### src/rtl/pc_branch_unit.sv
// Program counter with condition-select branch decode and a hardware call/return stack.
// Jump targets are assembled from the hitmp register and the result-bus byte.
module pc_branch_unit #(
  parameter int unsigned AWIDTH      = 16,
  parameter int unsigned NFLAGS      = 10,
  parameter int unsigned SEL_W       = 4,
  parameter int unsigned STACK_DEPTH = 4
) (
  input  logic              clk,
  input  logic              _mr,
  input  logic [7:0]        D,
  input  logic              _pchitmp_in,
  input  logic              _pclo_in,
  input  logic              _pc_in,
  input  logic              _cond_in,
  input  logic [SEL_W-1:0]  cond_sel,
  input  logic              cond_inv,
  input  logic [NFLAGS-1:0] _flags,
  input  logic              _call_in,
  input  logic              _ret_in,
  input  logic              _hold,
  output logic [AWIDTH-1:0] pc,
  output logic              taken,
  output logic              stack_empty,
  output logic              stack_full,
  output logic              stack_err
);

  localparam int unsigned HW = AWIDTH - 8;
  localparam int unsigned CW = $clog2(STACK_DEPTH + 1);

  logic [AWIDTH-1:0] pc_q, pc_d;
  logic [HW-1:0]     hitmp_q, hitmp_d;
  logic [CW-1:0]     count_q, count_d;
  logic              taken_q, taken_d;
  logic              err_q, err_d;
  logic [AWIDTH-1:0] stack_q [STACK_DEPTH];
  logic [AWIDTH-1:0] stack_d [STACK_DEPTH];

  logic [AWIDTH-1:0] pc_inc, pc_seq, target, top;
  logic [HW+7:0]     d_wide;
  logic              sel_valid, flag_sel_n, cond_true, jt, empty, full;

  assign pc_inc = pc_q + AWIDTH'(1);
  assign pc_seq = _hold ? pc_inc : pc_q;
  assign target = {hitmp_q, D};
  assign d_wide = {{HW{1'b0}}, D};
  assign empty  = (count_q == '0);
  assign full   = (count_q == CW'(STACK_DEPTH));

  // Out-of-range selects match no flag, so the condition is never true.
  always_comb begin
    sel_valid  = 1'b0;
    flag_sel_n = 1'b1;
    for (int unsigned i = 0; i < NFLAGS; i++) begin
      if (cond_sel == SEL_W'(i)) begin
        sel_valid  = 1'b1;
        flag_sel_n = _flags[i];
      end
    end
  end

  assign cond_true = sel_valid & (~flag_sel_n ^ cond_inv);
  assign jt        = ~_pc_in | (~_cond_in & cond_true);

  always_comb begin
    top = '0;
    for (int unsigned i = 0; i < STACK_DEPTH; i++) begin
      if (count_q == CW'(i + 1)) top = stack_q[i];
    end
  end

  always_comb begin
    hitmp_d = hitmp_q;
    if (!_pchitmp_in) begin
      for (int unsigned i = 0; i < HW; i++) begin
        if (i < 8) hitmp_d[i] = d_wide[i];
      end
    end
  end

  always_comb begin
    pc_d    = pc_seq;
    count_d = count_q;
    taken_d = 1'b0;
    err_d   = err_q;
    stack_d = stack_q;
    if (!_ret_in) begin
      if (!empty) begin
        pc_d    = top;
        count_d = count_q - CW'(1);
        taken_d = 1'b1;
      end else begin
        err_d = 1'b1;
      end
    end else if (!_call_in) begin
      pc_d    = target;
      taken_d = 1'b1;
      if (full) begin
        err_d = 1'b1;
      end else begin
        count_d = count_q + CW'(1);
        for (int unsigned i = 0; i < STACK_DEPTH; i++) begin
          if (count_q == CW'(i)) stack_d[i] = pc_inc;
        end
      end
    end else if (jt) begin
      pc_d    = target;
      taken_d = 1'b1;
    end else if (!_pclo_in) begin
      pc_d    = {pc_q[AWIDTH-1:8], D};
      taken_d = 1'b1;
    end
  end

  always_ff @(posedge clk) begin
    if (!_mr) begin
      pc_q    <= '0;
      hitmp_q <= '0;
      count_q <= '0;
      taken_q <= 1'b0;
      err_q   <= 1'b0;
    end else begin
      pc_q    <= pc_d;
      hitmp_q <= hitmp_d;
      count_q <= count_d;
      taken_q <= taken_d;
      err_q   <= err_d;
    end
  end

  // Entries are only meaningful below count_q, so they need no reset.
  always_ff @(posedge clk) begin
    stack_q <= stack_d;
  end

  assign pc          = pc_q;
  assign taken       = taken_q;
  assign stack_empty = empty;
  assign stack_full  = full;
  assign stack_err   = err_q;

endmodule
### config.mk
export PLATFORM = sky130hd
export DESIGN_NAME = pc_branch_unit
export DESIGN_NICKNAME = d
export VERILOG_FILES = /design/src/rtl/pc_branch_unit.sv
export SDC_FILE = /design/constraint.sdc
export NUM_CORES = 1
export LEC_CHECK = 0
export CELL_PAD_IN_SITES_DETAIL_PLACEMENT = 0
export CELL_PAD_IN_SITES_GLOBAL_PLACEMENT = 2
export CORE_UTILIZATION = 39
export CTS_CLUSTER_SIZE = 8
export DETAILED_ROUTE_END_ITERATION = 12
export GPL_ROUTABILITY_DRIVEN = 1
export PLACE_DENSITY_LB_ADDON = 0.1
export SETUP_SLACK_MARGIN = 0.15
export SYNTH_ARGS = -nofsm -noshare
export SYNTH_HDL_FRONTEND = slang
export SYNTH_SLANG_ARGS = --single-unit
### constraint.sdc
create_clock -name clk -period 5.3 [get_ports clk]
set_input_delay 0.53 -clock clk [delete_from_list [all_inputs] [get_ports clk]]
set_output_delay 0.53 -clock clk [all_outputs]
set_load 0.02 [all_outputs]
==> run summary <==
Die width -> 112 um
Die area -> 0.0125 mm^2
Max_cap viols -> 0
Clock Skews -> 0.00723 ns
Fin nets -> 539
Die height -> 112 um
Largest net degree at the start of global routing -> 30
Vias in the first global route -> 3,493
FP Rows -> 39
Crit Path Max Fanout -> 25
GRT Util Overall -> 21.3%
Total gr overflow -> 0
Via density -> 5.63
# diodes -> 0
Post-DP Area -> 0.00532 mm^2
Slew Limit Fails -> 0
Register Area -> 0.00250 mm^2
Syn Inst Count -> 460
Mapped Nets -> 499
WHS -> 0.492 ns
Min Tclk post-route -> 3.40 ns
H-tree depth -> 3
VDD IR-drop max -> 0.000194 V
# DRC -> 0
Top FF cell, synth -> edfxtp_1
CTS resizes -> 0
Total CTS buffers -> 9
Initial core utilization -> 40.6%
Count leader, synth -> edfxtp_1
Yosys top cell area share -> 40.8%
Cell area after layout -> 0.00561 mm^2
Clk_lat worst skew -> 0.35 ns
Share of flip-flops with an asynchronous set or reset -> 0%
I/O Buffers -> 51
Leakage power -> 1.92 nW
Type of the most critical hold path -> reg2reg
Mapped cell area -> 0.00471 mm^2
Total core area -> 0.0116 mm^2
Slew Limit Headroom -> 30.8%
Yosys top cell by area -> edfxtp_1
First-pass DRT Iterations -> 5
CTS Buffer Depth -> 2
RSZ-0062 raised after global routing -> no
Fill cells -> 1,099
Ranking of synthesized cells by area -> edfxtp_1 (41%), dfxtp_1 (12%), nand2_1 (4.3%), nor2_1 (4.3%), xnor2_1 (3.2%)
Wire per inst -> 19.8 um
Initial detailed-routing violation count -> 274
Gp weighted congestion -> 0.808
Register area share after synthesis -> 53.1%
Fmax -> 294 MHz
Initial antenna violation count -> 0
EDFF count, synth -> 64
Worst Setup End Kind -> primary output
Setup TNS Final -> 0 ns
First-pass GRT wire length -> 20,100 um
Distinct cells, synth -> 59
Seq cells post-synth -> 93
Post-DP HPWL -> 9250 um
Area Growth Syn to Fin -> 19.0%
Area of the multi-input gates -> 0.00206 mm^2
CTS tree -> done
Final wirelength -> 12,800 um
Final ANT Viol Nets -> 0
Worst path required time -> 4.77 ns
CTS Hold Bufs -> 0
Crit path DAT -> 2.87 ns
Final hold vios -> 0
Top Ports -> 52
Crit share post-route -> 64.2%
Share of cells above drive strength 1 -> 5.54%
CTS sink cnt -> 93
# Post-CTS Setup Buffers -> 0
Status -> completed
Syn Area/Cell -> 10.2 um^2
YS warnings -> 0
Worst-Margin Slew -> 1.03 ns
PwrDens -> 443 mW/mm^2
Crit start category -> flop
Worst reg2reg path depth -> 7
Clock transition at path regs -> 0.06 ns
Critical path class -> reg2out
Worst hold path cell count -> 2
Via count -> 3,649
Final setup viols -> 0
Root buffer cell -> clkbuf_16
Post-synth top cells -> edfxtp_1 (64), nand2_1 (54), nor2_1 (54), dfxtp_1 (29), o21ai_0 (27)
==> critical path: stages (launching register included) <==
cell,delay [ns]
dfxtp_1,0.35
inv_1,0.12
ha_1,0.75
nand2_1,0.34
inv_1,0.31
clkdlybuf4s50_1,0.66
==> cell usage in the layout, fill, tap and decap left out, drive strengths merged, types with 13 or more instances in the layout <==
master	Yosys	final
nand3	13	13
dfxtp	29	29
xnor2	17	17
nand2	54	54
inv	14	14
o21ai	28	28
clkdlybuf4s50	0	51
nor2	54	54
mux2i	13	13
a21oi	21	21
edfxtp	64	64
==> final timing paths <==
| kind | slack, ns | end | start |
|---|---|---|---|
| worst max register to register | 2.10 | pc[14]$_SDFFE_PN0P_ | count_q[2]$_SDFFE_PN0P_ |
| worst max-delay path | 1.90 | stack_full | count_q[0]$_SDFFE_PN0P_ |
| worst min-delay path | 0.49 | stack_err$_SDFFE_PN0P_ | stack_err$_SDFFE_PN0P_ |
| worst min register to register | 0.49 | stack_err$_SDFFE_PN0P_ | stack_err$_SDFFE_PN0P_ |
==> cell families after synthesis <==
logic type / Yosys count / synth area share, %
buffers and inverters: 38 / 3.35
DFF: 93 / 53.1
xor gates and xnor gates: 27 / 5.02
muxes: 16 / 3.56
AOI/OAI and AO/OA: 110 / 16.1
and+or+nand+nor: 169 / 17.0
adders and majority gates: 7 / 1.86
==> metrics by stage <==
stage	worst slack [ns]	power (mW)	cells	utilization, %
3_5_place_dp	1.87	1.87	632	45.8
5_1_grt	1.72	2.62	648	48.3
4_1_cts	1.84	2.50	648	48.3
2_1_floorplan	2.81	1.53	460	-
3_3_place_gp	1.96	1.86	632	45.8
6_report	1.90	2.48	648	48.3
==> metal layers <==
metal  GRT usage, %  routed length [um]
met3           3.86                 572
met2           31.7                5610
met1           31.2                6460
met4           6.58                 198
met5              0                   0
==> power breakdown <==
| part | leakage [nW] | internal [mW] | switching [mW] |
|---|---|---|---|
| logic | 0.958 | 0.310 | 0.534 |
| registers | 0.831 | 0.911 | 0.103 |
| clock network | 0.135 | 0.346 | 0.281 |
| total | 1.92 | 1.57 | 0.917 |
==> cell type report <==
| type | instances | area share [%] |
|---|---|---|
| inverters | 14 | 0.937 |
| clock inverters | 4 | 0.580 |
| clock buffers | 12 | 4.57 |
| repair buffers | 53 | 9.37 |
| flip-flops and latches | 93 | 44.6 |
| well taps | 143 | 3.19 |
| multi-input cells | 329 | 36.7 |
==> flip-flops by register name, indices dropped and copies added (netlist names) <==
register / count
stack_err: 1
hitmp_q: 8
taken: 1
count_q: 3
stack_q: 64
pc: 16
(Power assumes the default switching activity.)
